`config.mk`:
```
export PLATFORM = sky130hd
export DESIGN_NAME = pol_map_fetch
export DESIGN_NICKNAME = d
export VERILOG_FILES = /design/src/rtl/pol_map_fetch.sv
export SDC_FILE = /design/constraint.sdc
export NUM_CORES = 1
export LEC_CHECK = 0
export CORE_MARGIN = 8
export CORE_UTILIZATION = 55
export CTS_CLUSTER_DIAMETER = 120
export CTS_CLUSTER_SIZE = 10
export DETAILED_ROUTE_END_ITERATION = 16
export PLACE_DENSITY = 0.81
export SLEW_MARGIN = 20
export SYNTH_ARGS = -nofsm -noshare
export SYNTH_HDL_FRONTEND = slang
export SYNTH_SLANG_ARGS = --single-unit
```
`constraint.sdc`:
```
create_clock -name clk -period 21.3 [get_ports clk]
set_input_delay 3.195 -clock clk [delete_from_list [all_inputs] [get_ports clk]]
set_output_delay 3.195 -clock clk [all_outputs]
set_load 0.03 [all_outputs]
```
`src/rtl/pol_map_fetch.sv`:
```
// pol_map_fetch
//   Neighbour-map fetcher for the pooling stage. Reads packed index words from
//   the global buffer, unpacks them into a stream of K indices per point, and
//   flags the last index of each point for the pooling core's idx handshake.
//
// Ports
//   clk, rst_n                      clock, asynchronous active-low reset
//   Rst                             synchronous abort back to IDLE
//   CfgVld/CfgRdy, CfgK/CfgNp/CfgBaseAddr   job configuration
//   RdAddrVld/RdAddr/RdAddrRdy      global-buffer read requests
//   RdDatVld/RdDat/RdDatRdy         read data, returned in request order
//   IdxVld/Idx/IdxLast/IdxRdy       unpacked index stream
//   Busy                            job in progress
//   Done                            one-cycle pulse at job end
module pol_map_fetch #(
    parameter int IDX_WIDTH            = 10,
    parameter int POOL_MAP_DEPTH_WIDTH = 5,
    parameter int SRAM_WIDTH           = 256,
    parameter int ADDR_WIDTH           = 16
) (
    input  logic                            clk,
    input  logic                            rst_n,
    input  logic                            Rst,
    input  logic                            CfgVld,
    output logic                            CfgRdy,
    input  logic [POOL_MAP_DEPTH_WIDTH-1:0] CfgK,
    input  logic [IDX_WIDTH-1:0]            CfgNp,
    input  logic [ADDR_WIDTH-1:0]           CfgBaseAddr,
    output logic                            RdAddrVld,
    output logic [ADDR_WIDTH-1:0]           RdAddr,
    input  logic                            RdAddrRdy,
    input  logic                            RdDatVld,
    input  logic [SRAM_WIDTH-1:0]           RdDat,
    output logic                            RdDatRdy,
    output logic                            IdxVld,
    output logic [IDX_WIDTH-1:0]            Idx,
    output logic                            IdxLast,
    input  logic                            IdxRdy,
    output logic                            Busy,
    output logic                            Done
);

    localparam int IPW    = SRAM_WIDTH / IDX_WIDTH;
    localparam int DATA_W = IPW * IDX_WIDTH;
    localparam int TOT_W  = IDX_WIDTH + POOL_MAP_DEPTH_WIDTH;
    localparam int SLOT_W = (IPW > 1) ? $clog2(IPW) : 1;
    localparam int KW     = POOL_MAP_DEPTH_WIDTH;

    localparam logic [1:0] ST_IDLE = 2'd0;
    localparam logic [1:0] ST_RUN  = 2'd1;
    localparam logic [1:0] ST_DONE = 2'd2;

    logic [1:0]            state_q,   state_d;
    logic [KW-1:0]         k_q,       k_d;
    logic [IDX_WIDTH-1:0]  np_q,      np_d;
    logic [ADDR_WIDTH-1:0] base_q,    base_d;
    logic [TOT_W-1:0]      req_cnt_q, req_cnt_d;
    logic [TOT_W-1:0]      emit_q,    emit_d;
    logic [1:0]            outst_q,   outst_d;
    logic                  buf_vld_q, buf_vld_d;
    logic [DATA_W-1:0]     buf_q,     buf_d;
    logic [SLOT_W-1:0]     slot_q,    slot_d;
    logic [KW-1:0]         pt_q,      pt_d;

    logic [TOT_W-1:0] total;
    logic [TOT_W-1:0] words;
    logic             req_fire, pop, last_idx, free_buf, load;
    logic [IDX_WIDTH-1:0] slots [IPW];

    // Bits above the last whole slot carry no index.
    logic unused_rd_dat;
    assign unused_rd_dat = ^RdDat[SRAM_WIDTH-1:DATA_W];

    for (genvar s = 0; s < IPW; s++) begin : g_slot
        assign slots[s] = buf_q[s*IDX_WIDTH +: IDX_WIDTH];
    end

    // Full-width product: Np*K never truncates.
    assign total = TOT_W'(np_q) * TOT_W'(k_q);
    assign words = TOT_W'((int'(total) + IPW - 1) / IPW);

    assign CfgRdy    = (state_q == ST_IDLE);
    assign Busy      = (state_q == ST_RUN);
    assign Done      = (state_q == ST_DONE);
    assign RdAddr    = base_q + ADDR_WIDTH'(req_cnt_q);
    // At most two words between request and final slot: one buffered, one in flight.
    assign RdAddrVld = Busy && (req_cnt_q < words) && ((outst_q + 2'(buf_vld_q)) < 2'd2);
    assign req_fire  = RdAddrVld && RdAddrRdy;

    assign IdxVld    = buf_vld_q;
    assign Idx       = slots[slot_q];
    assign IdxLast   = buf_vld_q && (pt_q == k_q - KW'(1));
    assign pop       = buf_vld_q && IdxRdy;
    assign last_idx  = (emit_q == total - TOT_W'(1));
    assign free_buf  = pop && ((slot_q == SLOT_W'(IPW - 1)) || last_idx);
    // Accepting a word while its predecessor drains its final slot avoids a bubble.
    assign RdDatRdy  = !buf_vld_q || free_buf;
    // Unrequested data (e.g. stale after an abort) is accepted and dropped.
    assign load      = RdDatVld && RdDatRdy && Busy && (outst_q != 2'd0);

    // NOTE: every next-state signal gets its default first, so no path through
    // this block leaves a value unassigned and no latch is inferred.
    always_comb begin
        state_d   = state_q;
        k_d       = k_q;
        np_d      = np_q;
        base_d    = base_q;
        req_cnt_d = req_cnt_q;
        emit_d    = emit_q;
        outst_d   = outst_q;
        buf_vld_d = buf_vld_q;
        buf_d     = buf_q;
        slot_d    = slot_q;
        pt_d      = pt_q;

        case (state_q)
            ST_IDLE: begin
                if (CfgVld) begin
                    k_d       = CfgK;
                    np_d      = CfgNp;
                    base_d    = CfgBaseAddr;
                    req_cnt_d = '0;
                    emit_d    = '0;
                    outst_d   = '0;
                    buf_vld_d = 1'b0;
                    slot_d    = '0;
                    pt_d      = '0;
                    state_d   = ST_RUN;
                end
            end
            ST_RUN: begin
                if (req_fire) req_cnt_d = req_cnt_q + TOT_W'(1);
                outst_d = outst_q + 2'(req_fire) - 2'(load);

                if (load) begin
                    buf_d     = RdDat[DATA_W-1:0];
                    buf_vld_d = 1'b1;
                end else if (free_buf) begin
                    buf_vld_d = 1'b0;
                end

                if (load || free_buf) slot_d = '0;
                else if (pop)         slot_d = slot_q + SLOT_W'(1);

                if (pop) begin
                    emit_d = emit_q + TOT_W'(1);
                    pt_d   = (pt_q == k_q - KW'(1)) ? '0 : pt_q + KW'(1);
                end

                if ((total == '0) || (pop && last_idx)) state_d = ST_DONE;
            end
            ST_DONE: state_d = ST_IDLE;
            default: state_d = ST_IDLE;
        endcase

        // Abort overrides everything decided above.
        if (Rst) begin
            state_d   = ST_IDLE;
            k_d       = '0;
            np_d      = '0;
            base_d    = '0;
            req_cnt_d = '0;
            emit_d    = '0;
            outst_d   = '0;
            buf_vld_d = 1'b0;
            buf_d     = '0;
            slot_d    = '0;
            pt_d      = '0;
        end
    end

    // NOTE: state registers use non-blocking assignments so every flop samples
    // the pre-edge values regardless of statement order.
    // NOTE: the word buffer is a single register, not a RAM, so it is reset;
    // that keeps Idx at zero out of reset.
    always_ff @(posedge clk or negedge rst_n) begin
        if (!rst_n) begin
            state_q   <= ST_IDLE;
            k_q       <= '0;
            np_q      <= '0;
            base_q    <= '0;
            req_cnt_q <= '0;
            emit_q    <= '0;
            outst_q   <= '0;
            buf_vld_q <= 1'b0;
            buf_q     <= '0;
            slot_q    <= '0;
            pt_q      <= '0;
        end else begin
            state_q   <= state_d;
            k_q       <= k_d;
            np_q      <= np_d;
            base_q    <= base_d;
            req_cnt_q <= req_cnt_d;
            emit_q    <= emit_d;
            outst_q   <= outst_d;
            buf_vld_q <= buf_vld_d;
            buf_q     <= buf_d;
            slot_q    <= slot_d;
            pt_q      <= pt_d;
        end
    end

endmodule
```
# [Word level (Yosys, flattened, before mapping)]
# Cells that the tools add are included.
[op_classes] addsub=12 mul=1 n_div=1 order_cmp=3 eq_ne=11 n_shift=0 n_mux=43 bitwise_logic=1 n_reduce_logical=31
[op_table] cell="$mux 250" count=3
[op_table] cell="$mux 15" count=5
[op_table] cell="$pmux 15 s2" count=2
[op_table] cell="$bmux 10 s5" count=1
[op_table] cell="$mux 10" count=5
[op_table] cell="$mux 5" count=10
[op_table] cell="$mux 16" count=3
[op_table] cell="$div 32x6->32 const B" count=1
[op_table] cell="$add 15x1->15 const B" count=2
[op_table] cell="$pmux 5 s2" count=2
[op_table] cell="$sub 16x1->17 const B" count=1
[op_table] cell="$add 15x5->16 const B" count=1
[op_table] cell="$add 16x15->16" count=1
[op_table] cell="$eq 15x15->1" count=1
[op_table] cell="$logic_not 15->1" count=1
[op_table] cell="$lt 15x15->1" count=1
[op_table] cell="$mul 10x5->15" count=1
[op_table] cell="$sub 15x1->15 const B" count=1
[op_table] cell="$reduce_and 3->1" count=4
[op_table] cell="$add 5x1->5 const B" count=2
[op_table] cell="$logic_and 1x1->1" count=10
[op_table] cell="$mux 2" count=5
[op_table] cell="$reduce_bool 2->1" count=5
[op_table] cell="$ne 3x2->1 const B" count=3
[op_table] cell="other kinds (20)" count=32
[totals] ff_bits=326 latch_bits=0 mem_bits_rw=0 romBits=0 input_bits=294 out_inout_bits=33 word_cells=114 memories=0

# [Depth between registers and ports, before layout]
[depth] word_depth=13 mapped_depth=67 ltp_nobuf=66

# [Least setup slack after synthesis]
# OpenSTA, ideal clock, no wires.
[synth_path] path_kind="register -> output" from="register k_q[3]" to="output port RdAddrVld" arrival_ns=13.185 t_required_ns=18.105 setup_slack_ns=4.920 stages_incl_launch_ff=57 n_path_buf=2 cell_sequence="dfrtp_1 > clkbuf_1 > nand2_1 > fa_1 > fa_1 > inv_1 > fa_1 > ha_1 > xor2_1 > ha_1 > nor2_1 > xnor2_1 > nand2_1 > or4b_2 > o21ai_0 > a21oi_1 > o21ai_0 > o21ai_0 > [21 not listed] > o311a_1 > o31ai_1 > ha_1 > nor2_1 > a211oi_2 > o21ai_1 > and2_1 > ha_1 > a21o_1 > a21o_1 > a21oi_1 > nor2b_1 > o21ai_0 > nand2b_1 > a21oi_1 > a21boi_0 > a221oi_2 > and2b_1"
[synth_via] elab_chain_len=7
[synth_lines] element="start, declared" line_no="54" text="logic [KW-1:0] k_q, k_d;"
[synth_lines] element="start signal, assigned" line_no="191" text="k_q <= k_d;"
[synth_lines] element="$mul 10x5->15" line_no="79" text="assign total = TOT_W'(np_q) * TOT_W'(k_q);"
[synth_lines] element="$add 15x5->16" line_no="80" text="assign words = TOT_W'((int'(total) + IPW - 1) / IPW);"
[synth_lines] element="$sub 16x1->17" line_no="80"
[synth_lines] element="$div 32x6->32" line_no="80"
[synth_lines] element="$lt 15x15->1" line_no="87" text="assign RdAddrVld = Busy && (req_cnt_q < words) && ((outst_q + 2'(buf_vld_q)) < 2'd2);"
[synth_lines] element="$logic_and 1x1->1 (2 in a row)" line_no="87"
[synth_lines] element="end, declared" line_no="29" text="output logic RdAddrVld,"
# Every way passes these cells.

# [Worst setup path in the final report]
# Same ends and word-level chain as after synthesis.

==> results.yml <==
finish:
  area.sequential_um2: 8160
  layoutNonFillerInstCount: 3258
  final_cell_mix: "nand2_1 (686), a21oi_1 (356), dfrtp_1 (324), clkdlybuf4s50_1 (318), nor2_1 (87)"
  layout_commonest_cell: "nand2_1"
  multi_input_area_um2: 12500
  fin_nets: 3113
  drive_gt1_share_pct: 7.18
  fill_cells: 3049
  area_delta_synth_final_pct: 21.2
yosys:
  syn_area_um2: 21400
  yosysSeqAreaShare_pct: 38.1
  syn_nets: 2882
  synth_ff_type: "dfrtp_1"
  async_flop_share_pct: 100
  synth_edf_count: 0
  syn_inst: 2496
  synth_cell_types: 120
  yosys_register_bits: 326
  syn_area_per_cell_um2: 8.58
  ys.warnings.count: 0
timing:
  worst_pin_slew_ns: 1.16
  post-route-worst-setup-slack_ns: 1.20
  final.setup.tns_ns: 0
  setup_violations: 0
  hold_slack_ns: 0.517
  rsz0062_at_grt: "false"
  max_freq_mhz: 49.8
  drv_slew: 0
  slew_headroom_pct: 22.6
  hold_viol_final: 0
  finClkSkew_ns: 0.0230
  layout_min_cycle_time_ns: 20.10
  fin_crit_sh_pct: 94.4
placement:
  port_buffers: 320
  gp_routability_congestion: 0.890
  dp.cells: 3204
  post-dp-hpwl_mm: 49.1
  post-place-ws_ns: 1.91
global_routing:
  grt_pass1_wl_mm: 105
  antenna_found_initial: 12
  grt-ovfl-total: 0
  grt_max_degree: 255
  grtUsageTotal_pct: 28.8
  grt_pass1_vias: 20300
worst_setup_path:
  cp_max_fo: 14
  critical_path_class: "register to output port"
  critPathRequiredTime_ns: 18.11
  crit_slowest_cell: "a21oi_1"
  rrSetupSlack_ns: 4.45
  critPathCaptureType: "output port"
  crit_arrival_ns: 16.90
  crit_path_max_incr_delay_ns: 0.77
  critical-path-top-delay-family: "compound AO/OA/AOI/OAI gates"
  cp-start-kind: "register"
  critPathBufInv: 2
clock_tree:
  clock_latency_ns: 0.54
  clock_path_buffers: 3
  cts_buffers: 38
  post-cts-setup-buffer-count: 0
  tritoncts: "built"
  cts_hold_buf: 0
  cts_root_buf: "clkbuf_16"
  cts_sinks: 326
  post_cts_resized: 0
  clk_pin_slew_ns: 0.06
  htree_levels: 2
routing:
  drtPass1Iterations: 6
  via_per_inst: 6.11
  route.detailed.drc: 0
  num_vias: 19900
  drtIter0Drc: 1918
  wirelength_mm: 67.0
  ant_nets: 0
  wl_per_cell_um: 20.6
outcome:
  status: "completed"
run:
  maxCapViolations: 0
pwr:
  cellPowerDensity_nw_per_um2: 66.0
  vdd_drop_max_mv: 0.0515
  p_leak_uw: 0.0106
floorplanning:
  die_w_um: 213
  io_pins: 327
  die-area_um2: 45500
  start_util_pct: 55.5
  rows: 72
  die_height_um: 213
  core_um2: 38600
worst_hold_path:
  hold_path_class: "register to register"
per-stage QoR:
stage                     area (µm²)  power, µW  utilization, %
after floorplan                21400        973               -
after CTS                      25900       1710            67.2
final                          25900       1710            67.3
after global placement         24900       1120            64.5
after global routing           25900       1780            67.3
after detailed placement       24900       1130            64.5
layer usage:
metal	part of all wire (%)	wire length, µm	global-route usage [%]
met4	4.7	3120	13.7
met5	0.040	27	0
met2	50	33500	49.0
met3	6.6	4430	5.08
met1	39	25900	35.2
final timing paths:
path | from | endpoint | cells past startpoint
min reg2reg | pt_q[4] | pt_q[4] | 1
min in group asynchronous | rst_n | req_cnt_q[9] | 1
max reg2reg | k_q[3] | outst_q[1] | 61
max in group asynchronous | rst_n | slot_q[2] | 5
max | k_q[3] | RdAddrVld | 55
min | pt_q[4] | pt_q[4] | 1
power by group:
| group | internal (µW) | leakage (µW) | switching, µW | total (µW) |
|---|---|---|---|---|
| Combinational | 206 | 0.00559 | 277 | 483 |
| Clock | 337 | 0.000510 | 247 | 584 |
| Sequential | 629 | 0.00453 | 15.9 | 644 |
layout make-up:
| type | instances | share of cell area, % |
|---|---|---|
| clock inverters | 3 | 0.241 |
| flip-flops and latches | 326 | 31.5 |
| inverters | 63 | 0.940 |
| repair buffers | 337 | 13.0 |
| clock buffers | 40 | 3.78 |
| well taps | 518 | 2.50 |
| diodes | 10 | 0.0964 |
| multi-input cells | 1961 | 48.0 |
state kept, by name (all words and copies together), names as in the netlist:
name and cells:
outst_q 2, k_q 5, slot_q 5, buf_q 250, IdxVld 1, pt_q 5
emit_q 15, np_q 10, state_q 2, req_cnt_q 15, base_q 16
cells by family (layout without fill, tap and decap cells):
kind of cell / after synthesis / after routing / share of synthesized area (%)
adders and majority gates: 94 / 94 / 6.35
xor gates and xnor gates: 84 / 84 / 3.51
AOI/OAI and AO/OA: 652 / 652 / 19.3
buffers and inverters: 209 / 443 / 3.81
DFF: 326 / 326 / 38.1
and+or+nand+nor: 1036 / 1036 / 21.2
muxes: 95 / 95 / 7.76
other: 0 / 10 / 0
cell usage after synthesis (19+ instances only):
master / count / share of area [%]
ha_1: 67 / 3.9
mux4_2: 54 / 5.7
and2_1: 42 / 1.2
xnor2_1: 57 / 2.3
nand2b_1: 26 / 0.76
a21o_1: 19 / 0.67
o211ai_1: 25 / 0.88
fa_1: 25 / 2.3
nand4_1: 21 / 0.61
clkbuf_1: 132 / 2.3
xor2_1: 25 / 1.0
nand3_1: 53 / 1.2
inv_1: 60 / 1.1
nand2_1: 687 / 12
o21ai_0: 67 / 1.6
dfrtp_1: 326 / 38
mux2i_1: 35 / 1.6
nor2_1: 87 / 1.5
a21oi_1: 356 / 8.3
nor3_1: 31 / 0.72
worst register-to-register path: cells and delay by family, from the launching register on:
family                   cells  cell delay, ns
adder cells (fa/ha/maj)      9            3.06
AND/OR/NAND/NOR             14            2.89
XOR/XNOR                     4            1.69
flip-flops                   1            0.61
AO/OA/AOI/OAI               32            8.37
buffers and inverters        2            0.11
No activity file was read; power rests on OpenSTA's default activity.
